===== config.mk =====
export PLATFORM = sky130hd
export DESIGN_NAME = branch_ctrl
export DESIGN_NICKNAME = d
export VERILOG_FILES = /design/src/rtl/branch_ctrl_pkg.sv /design/src/rtl/branch_bht.sv /design/src/rtl/branch_ctrl.sv
export SDC_FILE = /design/constraint.sdc
export NUM_CORES = 1
export LEC_CHECK = 0
export ABC_AREA = 1
export ABC_CLOCK_PERIOD_IN_PS = 2800
export CELL_PAD_IN_SITES_DETAIL_PLACEMENT = 1
export CELL_PAD_IN_SITES_GLOBAL_PLACEMENT = 1
export CORE_MARGIN = 1
export CORE_UTILIZATION = 43
export DETAILED_ROUTE_END_ITERATION = 8
export PLACE_DENSITY_LB_ADDON = 0.2
export SYNTH_ARGS = -nofsm -noshare
export SYNTH_HDL_FRONTEND = slang
export SYNTH_HIERARCHICAL = 1
export SYNTH_SLANG_ARGS = --single-unit
export TNS_END_PERCENT = 20

===== constraint.sdc =====
create_clock -name i_clk -period 2.8 [get_ports i_clk]
set_input_delay 0.28 -clock i_clk [delete_from_list [all_inputs] [get_ports i_clk]]
set_output_delay 0.28 -clock i_clk [all_outputs]
set_load 0.1 [all_outputs]

===== src/rtl/branch_ctrl_pkg.sv =====
// Shared types and constants for the EX-stage branch resolution controller.
// Used by branch_bht and branch_ctrl.
package branch_ctrl_pkg;

    typedef enum logic [2:0] {
        BEQ  = 3'b000,
        BNE  = 3'b001,
        BLT  = 3'b100,
        BGE  = 3'b101,
        BLTU = 3'b110,
        BGEU = 3'b111
    } br_funct3_e;

    typedef enum logic {
        RUN   = 1'b0,
        FLUSH = 1'b1
    } bc_state_e;

    localparam logic [1:0] BHT_INIT_DEF = 2'b01;
    localparam logic [1:0] CTR_MAX      = 2'b11;
    localparam logic [1:0] CTR_MIN      = 2'b00;

    // Saturating 2-bit predictor counter step.
    function automatic logic [1:0] ctr_update(input logic [1:0] ctr, input logic taken);
        logic [1:0] nxt;
        if (taken) begin
            nxt = (ctr == CTR_MAX) ? CTR_MAX : ctr + 2'd1;
        end else begin
            nxt = (ctr == CTR_MIN) ? CTR_MIN : ctr - 2'd1;
        end
        return nxt;
    endfunction

endpackage


===== src/rtl/branch_bht.sv =====
// Branch history table: array of 2-bit saturating counters with one
// combinational read port (IF) and one registered write port (EX).
module branch_bht
    import branch_ctrl_pkg::*;
#(
    parameter int         BHT_DEPTH = 64,
    parameter logic [1:0] BHT_INIT  = BHT_INIT_DEF,
    localparam int        IDX_W     = $clog2(BHT_DEPTH)
) (
    input  logic             clk_i,
    input  logic             rst_ni,
    input  logic [IDX_W-1:0] rd_idx_i,
    output logic             rd_taken_o,
    input  logic             wr_en_i,
    input  logic [IDX_W-1:0] wr_idx_i,
    input  logic             wr_taken_i
);

    logic [1:0] ctr_q [BHT_DEPTH];
    logic [1:0] wr_ctr_d;

    // Read returns the stored value; a same-cycle write is not bypassed.
    assign rd_taken_o = ctr_q[rd_idx_i][1];
    assign wr_ctr_d   = ctr_update(ctr_q[wr_idx_i], wr_taken_i);

    always_ff @(posedge clk_i) begin
        if (!rst_ni) begin
            for (int i = 0; i < BHT_DEPTH; i++) begin
                ctr_q[i] <= BHT_INIT;
            end
        end else if (wr_en_i) begin
            ctr_q[wr_idx_i] <= wr_ctr_d;
        end
    end

endmodule


===== src/rtl/branch_ctrl.sv =====
// EX-stage branch resolution: taken decision, mispredict detection, registered
// redirect/flush sequencing and BHT ownership. Optional stats: BRANCH_CTRL_STATS_EN.
module branch_ctrl
    import branch_ctrl_pkg::*;
#(
    parameter int         XLEN      = 32,
    parameter int         BHT_DEPTH = 64,
    parameter logic [1:0] BHT_INIT  = BHT_INIT_DEF
) (
    input  logic            i_clk,
    input  logic            i_rst_n,
    input  logic [XLEN-1:0] if_pc,
    output logic            if_pred_taken,
    input  logic            ex_valid,
    input  logic            ex_stall,
    input  logic            ex_is_branch,
    input  logic            ex_is_jal,
    input  logic            ex_is_jalr,
    input  logic [2:0]      ex_funct3,
    input  logic [XLEN-1:0] ex_pc,
    input  logic [XLEN-1:0] ex_target,
    input  logic            ex_pred_taken,
    input  logic            br_less,
    input  logic            br_equal,
    output logic            br_unsigned,
    output logic            redirect_valid,
    output logic [XLEN-1:0] redirect_pc,
    output logic            flush_if_id,
    output logic            flush_ex
`ifdef BRANCH_CTRL_STATS_EN
    ,
    output logic [31:0]     stat_branches,
    output logic [31:0]     stat_mispredicts
`endif
);

    localparam int IDX_W = $clog2(BHT_DEPTH);

    bc_state_e       state_q, state_d;
    logic            redirect_valid_q, redirect_valid_d;
    logic [XLEN-1:0] redirect_pc_q, redirect_pc_d;
    logic            flush_if_id_q, flush_if_id_d;
    logic            flush_ex_q, flush_ex_d;

    logic            is_jump;
    logic            resolve;
    logic            cond_taken;
    logic            cond_known;
    logic            taken;
    logic            mispredict;
    logic [XLEN-1:0] jump_target;
    logic [XLEN-1:0] fallthrough_pc;
    logic            bht_we;
    logic            unused_if_pc;

    assign br_unsigned = ex_funct3[1];
    assign is_jump     = ex_is_jal | ex_is_jalr;
    assign resolve     = ex_valid & ~ex_stall & (state_q == RUN)
                       & (ex_is_branch | is_jump);

    always_comb begin
        cond_taken = 1'b0;
        cond_known = 1'b1;
        case (br_funct3_e'(ex_funct3))
            BEQ:       cond_taken = br_equal;
            BNE:       cond_taken = ~br_equal;
            BLT, BLTU: cond_taken = br_less;
            BGE, BGEU: cond_taken = ~br_less;
            default:   cond_known = 1'b0;
        endcase
    end

    // Jumps have no BTB behind them, so the fetch path never followed them.
    assign taken          = is_jump | cond_taken;
    assign mispredict     = resolve & (is_jump | (taken != ex_pred_taken));
    assign jump_target    = ex_is_jalr ? {ex_target[XLEN-1:1], 1'b0} : ex_target;
    assign fallthrough_pc = ex_pc + XLEN'(4);

    always_comb begin
        state_d          = state_q;
        redirect_valid_d = 1'b0;
        redirect_pc_d    = redirect_pc_q;
        flush_if_id_d    = 1'b0;
        flush_ex_d       = 1'b0;
        case (state_q)
            RUN: begin
                if (mispredict) begin
                    state_d          = FLUSH;
                    redirect_valid_d = 1'b1;
                    redirect_pc_d    = taken ? jump_target : fallthrough_pc;
                    flush_if_id_d    = 1'b1;
                    flush_ex_d       = 1'b1;
                end
            end
            FLUSH:   state_d = RUN;
            default: state_d = RUN;
        endcase
    end

    always_ff @(posedge i_clk) begin
        if (!i_rst_n) begin
            state_q          <= RUN;
            redirect_valid_q <= 1'b0;
            redirect_pc_q    <= '0;
            flush_if_id_q    <= 1'b0;
            flush_ex_q       <= 1'b0;
        end else begin
            state_q          <= state_d;
            redirect_valid_q <= redirect_valid_d;
            redirect_pc_q    <= redirect_pc_d;
            flush_if_id_q    <= flush_if_id_d;
            flush_ex_q       <= flush_ex_d;
        end
    end

    assign redirect_valid = redirect_valid_q;
    assign redirect_pc    = redirect_pc_q;
    assign flush_if_id    = flush_if_id_q;
    assign flush_ex       = flush_ex_q;

    // Only resolved conditional branches with a real compare train the table.
    assign bht_we = resolve & ex_is_branch & ~is_jump & cond_known;

    branch_bht #(
        .BHT_DEPTH (BHT_DEPTH),
        .BHT_INIT  (BHT_INIT)
    ) u_bht (
        .clk_i      (i_clk),
        .rst_ni     (i_rst_n),
        .rd_idx_i   (if_pc[IDX_W+1:2]),
        .rd_taken_o (if_pred_taken),
        .wr_en_i    (bht_we),
        .wr_idx_i   (ex_pc[IDX_W+1:2]),
        .wr_taken_i (cond_taken)
    );

    assign unused_if_pc = ^{if_pc[XLEN-1:IDX_W+2], if_pc[1:0]};

`ifdef BRANCH_CTRL_STATS_EN
    logic [31:0] stat_branches_q, stat_branches_d;
    logic [31:0] stat_mispredicts_q, stat_mispredicts_d;

    always_comb begin
        stat_branches_d    = stat_branches_q;
        stat_mispredicts_d = stat_mispredicts_q;
        if (resolve && (stat_branches_q != 32'hFFFF_FFFF)) begin
            stat_branches_d = stat_branches_q + 32'd1;
        end
        if (mispredict && (stat_mispredicts_q != 32'hFFFF_FFFF)) begin
            stat_mispredicts_d = stat_mispredicts_q + 32'd1;
        end
    end

    always_ff @(posedge i_clk) begin
        if (!i_rst_n) begin
            stat_branches_q    <= '0;
            stat_mispredicts_q <= '0;
        end else begin
            stat_branches_q    <= stat_branches_d;
            stat_mispredicts_q <= stat_mispredicts_d;
        end
    end

    assign stat_branches    = stat_branches_q;
    assign stat_mispredicts = stat_mispredicts_q;
`endif

endmodule


; Word-level counts from Yosys, hierarchy flattened
; Memories as Yosys holds them, arrays and structs flattened.
; Index checks and enable logic that the tools add are counted.
[op_classes]
bitwise_logic = 17
eq_ne = 7
addsub = 3
mux = 16
reduce_logical = 8
[op_table]
columns = cell, n
row1 = $add A32 B3 Y32 const B, 1
row2 = $mux W32, 1
row3 = $eq A3 B3 Y1 const B, 4
row4 = $mux W1, 8
row5 = $mux W2, 4
row6 = $reduce_or A2 Y1, 4
row7 = $and A1 B1 Y1, 7
row8 = $mux W6, 1
row9 = $not A1 Y1, 6
row10 = $reduce_or A6 Y1, 1
row11 = $or A1 B1 Y1, 4
row12 = $pmux W1 S4, 1
row13 = $eq A3 B1 Y1 const B, 1
row14 = $logic_not A3 Y1, 1
row15 = $add A2 B1 Y2 const B, 1
row16 = $eq A2 B2 Y1 const B, 1
row17 = $logic_not A2 Y1, 1
row18 = $pmux W1 S2, 1
row19 = $reduce_and A2 Y1, 1
row20 = $sub A2 B1 Y2 const B, 1
row21 = $ne A1 B1 Y1, 1
[totals]
reg_bits = 34
ram_bits = 128
word_cells = 55
mem_count = 1
[mem_list]
columns = memory, depth, width, rd, rd_clocked_by_memory_dff, write_ports, line
row1 = u_bht.ctr_q, 64, 2, 2, 0, 64, branch_bht.sv:19  ; logic [1:0] ctr_q [BHT_DEPTH];

; Depth between registers and ports, before layout
[logic_depth]
ltp_word = 12
depth_mapped = 18

; Cells and area by module
; The synthesis kept the hierarchy.
[modules_own_cells]
columns = module, area_each_um2, cells_per_inst, instances, seq_area_each_um2
row1 = branch_bht, 7602.3, 1017, 1, 3843.7
row2 = branch_ctrl, 2585.0, 441, 1, 660.6

; Worst setup path after synthesis
; No wires, ideal clock.
[synth_timing]
kind = register -> register
start = register state_q
end = memory u_bht.ctr_q[10][0], enable pin
synth_period_minus_slack_ns = 2.125
arrival_ns = 1.865
path_slack_ns = 0.675
stages_incl_launch_ff = 10
cell_sequence = dfxtp_1 nor2_1 nand2_1 nor2_1 nand2_1 inv_1 nand3_1 nor2_1 inv_1 nand2_1
[synth_lines]
columns = element, line
row1 = start: declaration, branch_ctrl.sv:39  ; bc_state_e state_q, state_d;
row2 = start signal: assignment, branch_ctrl.sv:108  ; state_q <= state_d;
row3 = end: declaration, branch_bht.sv:19

; Worst setup path in the final report
[layout_timing]
start = input port if_pc[2]
end = output port if_pred_taken
[layout_via]
elab_chain_len = 1
[layout_lines]
columns = element, line
row1 = start: declaration, branch_ctrl.sv:12  ; input logic [XLEN-1:0] if_pc,
row2 = $mem_v2 Z64 W2, -
row3 = end: declaration, branch_ctrl.sv:13  ; output logic if_pred_taken,
; No other way between the ends.

==> summary by stage <==
Cells and area
The net count of the finished layout is roughly 1700. The final antenna diode count is 0. The non-filler instance count after layout is between 1500 and 2000. The final cell utilization of the core is 0.540. The area growth from synthesis to final layout is 21.4%. In the final layout, the share of cells above drive strength 1 is 0.109.

Worst setup path
In this run the critical register-to-register path is launched from u_bht/ctr_q[36][1]$_SDFFCE_PN0P_. The number of cells traversed by the worst register-to-register path is 13. The buffer and inverter count on the worst path is 3. The kind of critical path is in2out. The worst setup path is captured at an output port. The worst setup path is launched from a primary input. The data required time at the worst endpoint is about 2500 ps. The kind of cell with the highest combined delay along the critical path is buffers and inverters. The endpoint of the most critical setup path is if_pred_taken. The arrival time at the worst endpoint is around 2400 ps. In this run the critical register-to-register path is captured at u_bht/ctr_q[63][1]$_SDFFCE_PN0P_.

In this run the register-to-register setup slack is between 600 and 700 ps. The critical path starts at if_pc[2]. The largest individual stage delay along the critical path comes from the cell clkdlybuf4s50_1. Counting buffers and inverters, the worst setup path is 10 cells deep. The largest fanout on the critical path is 26. The critical path goes through clkdlybuf4s50_1 > buf_12 > a21oi_1 > o21ai_0 > o21ai_0 > o211ai_1 > nand3_1 > nand3b_1 > nand2_1 > buf_12. On the worst path, the slowest cell contributes a delay of 650 ps.

Clock tree
The clock tree root buffer cell is clkbuf_16. Clock-pin slew was measured on the worst setup and hold paths at approximately 70 ps. The clock sink total is ~160. The later pin in the worst-skew pair is clocked with a latency of roughly 440 ps. The number of gates given a new drive strength after cts is 0. The CTS H-tree depth is 4.

The quantity of hold-fixing buffers added after cts is 0. Counting the buffers created by CTS gives 17. Buffers added to address setup during post-CTS repair amount to 0. The clock tree from TritonCTS is yes. The clock passes through at most 2 buffers.

Synthesis
Synthesis produced a netlist whose cell count is ~1500. The synthesized netlist occupies a cell area of about 10000 um2. The net count after synthesis is between 1500 and 2000. By area the synthesized netlist is led by edfxtp_1, nand2_1, nor2_1. The synthesized netlist contains 39 unique library cells. The synthesized design contains about 130 enable-type register cells.

For this run, the leading register cell type out of synthesis is edfxtp_1. Of the post-synthesis cell area, the dominant cell type holds 0.377. The average cell area after synthesis is 6.99 um2.

The largest area contributor in the synthesized netlist is edfxtp_1. The fraction of the yosys area taken by sequential cells is 0.442. Yosys printed 6 warnings. For this run, asynchronously set or reset flops after synthesis account for 0. The synthesized design contains 161 register bits.

Floorplan
The floorplan step defined a core boundary enclosing about 23000 um2. For this configuration, the core starts out at a cell density of 0.445. The horizontal die dimension is between 150 and 200 um. The die extent in y is approximately 160 um. approximately 150 I/O pins were placed. Row generation in the floorplan step produced 55 rows.

The floorplan step defined a die boundary enclosing around 24000 um2.

Pwr
The share of total power dissipated in sequential elements is 0.422. The portion of total power attributed to combinational logic is 0.214. The total internal power is 4300 uW. The power share of the clock group is 0.364. In this run the power density over the cells is 512 nW/um2. The net switching power figure is around 2000 uW.

Of the total power, the share spent switching nets is 0.320. The highest ir drop seen on vdd is ~440 uV. The leakage power of the design is just over 0.005 uW.

Route
The number of vias in the routed layout is slightly above 10000. Wires add up to approximately 36000 um. The number of design-rule violations left by the first detailed-router iteration is 651. The count of TritonRoute iterations in the first routing pass is 5. Dividing the detail-routed wire length by the instance count gives around 19 um. Once detail routing completed, the nets flagged for antenna violations numbered 0.

The per-cell via count in the routed design is about 5.3. After detailed routing, the number of remaining DRC violations is 0.

Timing
The max-slew violation total from the final report is 0. Setup violations remaining at the end of the flow were counted as 0. Across all setup checks in the final design, the least slack found is between 100 and 150 ps. Dividing the final minimum period by the clock period gives 0.962. The worst path needs ~2700 ps of the cycle, external delays included. The transition at the pin with the smallest max-transition slack is between 700 and 800 ps. Clock skew on the completed layout was measured at about 12 ps. Measured against its own limit, the worst slew margin works out to 0.501. The number of hold violations in the final report was 0. Summed over all failing endpoints, the final setup total negative slack is 0 ps. Setup repair after global routing left no endpoint under its margin. The worst hold slack is around 260 ps. Based on the critical path, the design can be clocked at up to around 370 MHz.

Place
Detailed placement ended at an HPWL of around 25000 um. Including well taps, the total number of placed cells is 1871. In this run the tool buffered the top-level ports with ~120 buffer cells. Prior to clock tree synthesis, the placed netlist has a worst setup slack of -48.3 ps. At the end of routability-driven placement, the weighted congestion stood at approximately 0.94.

Global route
The total overflow reported by the global router is 0. The via count of the first global-routing pass is roughly 11000. The initial antenna violation count is 0. The first global-routing pass estimated between 50000 and 60000 um of wire. In the global route stage, overall resource usage came out at 0.302. The maximum number of pins on one net before global-route repair is 60.

Job
The tool flagged a number of max-cap violations equal to 0.

Hold path
The worst hold path was traced through 3 stages. The path type of the worst min-delay path is in2reg.

Outcome
The run finished with clean final reports.
## logic make-up after synthesis
kind of cell	synth area share
AOI/OAI and AO/OA	0.0673
DFF	0.442
buffers and inverters	0.104
and+or+nand+nor	0.376
adders and majority gates	0.00123
xor gates and xnor gates	0.00946
## cell type report
type / count / area, um2
clock buffer: 21 / 474
tap: 313 / 392
multi-input combinational: 1065 / 4630
clock inverter: 11 / 88.8
sequential: 161 / 4500
inverter: 155 / 584
fill: 2977 / 10500
timing repair buffer: 177 / 1700
## worst min path at each step
stage                                       from  slack, ps                            to
finish                                   i_rst_n        260   redirect_pc[9]$_SDFFE_PN0P_
global route                             i_rst_n        270  redirect_pc[25]$_SDFFE_PN0P_
CTS                                      i_rst_n        240  redirect_pc[12]$_SDFFE_PN0P_
detailed placement  redirect_pc[31]$_SDFFE_PN0P_        460  redirect_pc[31]$_SDFFE_PN0P_
global placement    redirect_pc[31]$_SDFFE_PN0P_        450  redirect_pc[31]$_SDFFE_PN0P_
floorplan                                i_rst_n        450  redirect_pc[26]$_SDFFE_PN0P_
## layout by cell type (no fill, tap or decap), drive strengths merged, types with 21 or more instances in the layout
| master | n |
|---|---|
| nand2 | 520 |
| nor2 | 276 |
| inv | 163 |
| edfxtp | 128 |
| nand3 | 112 |
| buf | 97 |
| clkdlybuf4s50 | 79 |
| o21ai | 75 |
| dfxtp | 33 |
| a21oi | 23 |
| clkbuf | 21 |
## power by group through the flow
| stage | sequential, uW | combinational (uW) | clock [uW] |
|---|---|---|---|
| 2_1_floorplan | 2930 | 638 | 0 |
| 3_3_place_gp | 2720 | 1320 | 0 |
| 3_5_place_dp | 2720 | 1350 | 0 |
| 4_1_cts | 2670 | 1360 | 2330 |
| 5_1_grt | 2680 | 1460 | 2410 |
| 6_report | 2670 | 1360 | 2300 |
## cells in the mapped netlist, types with 5 or more instances
| cell | n |
|---|---|
| a21oi_1 | 23 |
| buf_2 | 21 |
| buf_4 | 21 |
| buf_6 | 9 |
| clkbuf_1 | 22 |
| dfxtp_1 | 33 |
| edfxtp_1 | 128 |
| inv_1 | 150 |
| nand2_1 | 508 |
| nand2_2 | 9 |
| nand3_1 | 107 |
| nand3_2 | 5 |
| nand3b_1 | 5 |
| nor2_1 | 258 |
| nor2_2 | 12 |
| nor2_4 | 6 |
| nor3_1 | 5 |
| o211ai_1 | 17 |
| o21ai_0 | 55 |
| o21ai_1 | 20 |
| xor2_1 | 8 |
## metrics by stage
step,instance area [um2],power [uW]
after floorplan,10200,3560
final,12400,6330
after CTS,12400,6360
after global placement,11800,4040
after detailed placement,11800,4070
after global routing,12400,6540
## worst reg2reg max path: cells and delay by family, from the launching register on
family          cells  cell delay [ps]
simple gates       10             1040
flops               1              410
compound gates      1              140
buf+inv             2              340
## flip-flops by register name, summed over array words and instances (netlist names)
name,flops
redirect_pc,32
state_q,1
u_bht/ctr_q,128
## routing by layer
| layer | part of all wire | wire (um) | track usage | vias up |
|---|---|---|---|---|
| li1 | - | - | - | 4832 |
| met1 | 0.40 | 14300 | 0.351 | 4906 |
| met2 | 0.50 | 17800 | 0.544 | 303 |
| met3 | 0.060 | 2140 | 0.0469 | 84 |
| met4 | 0.036 | 1290 | 0.138 | 0 |
| met5 | 0 | 0 | 0 | - |
Power figures use the tool's default switching activity.
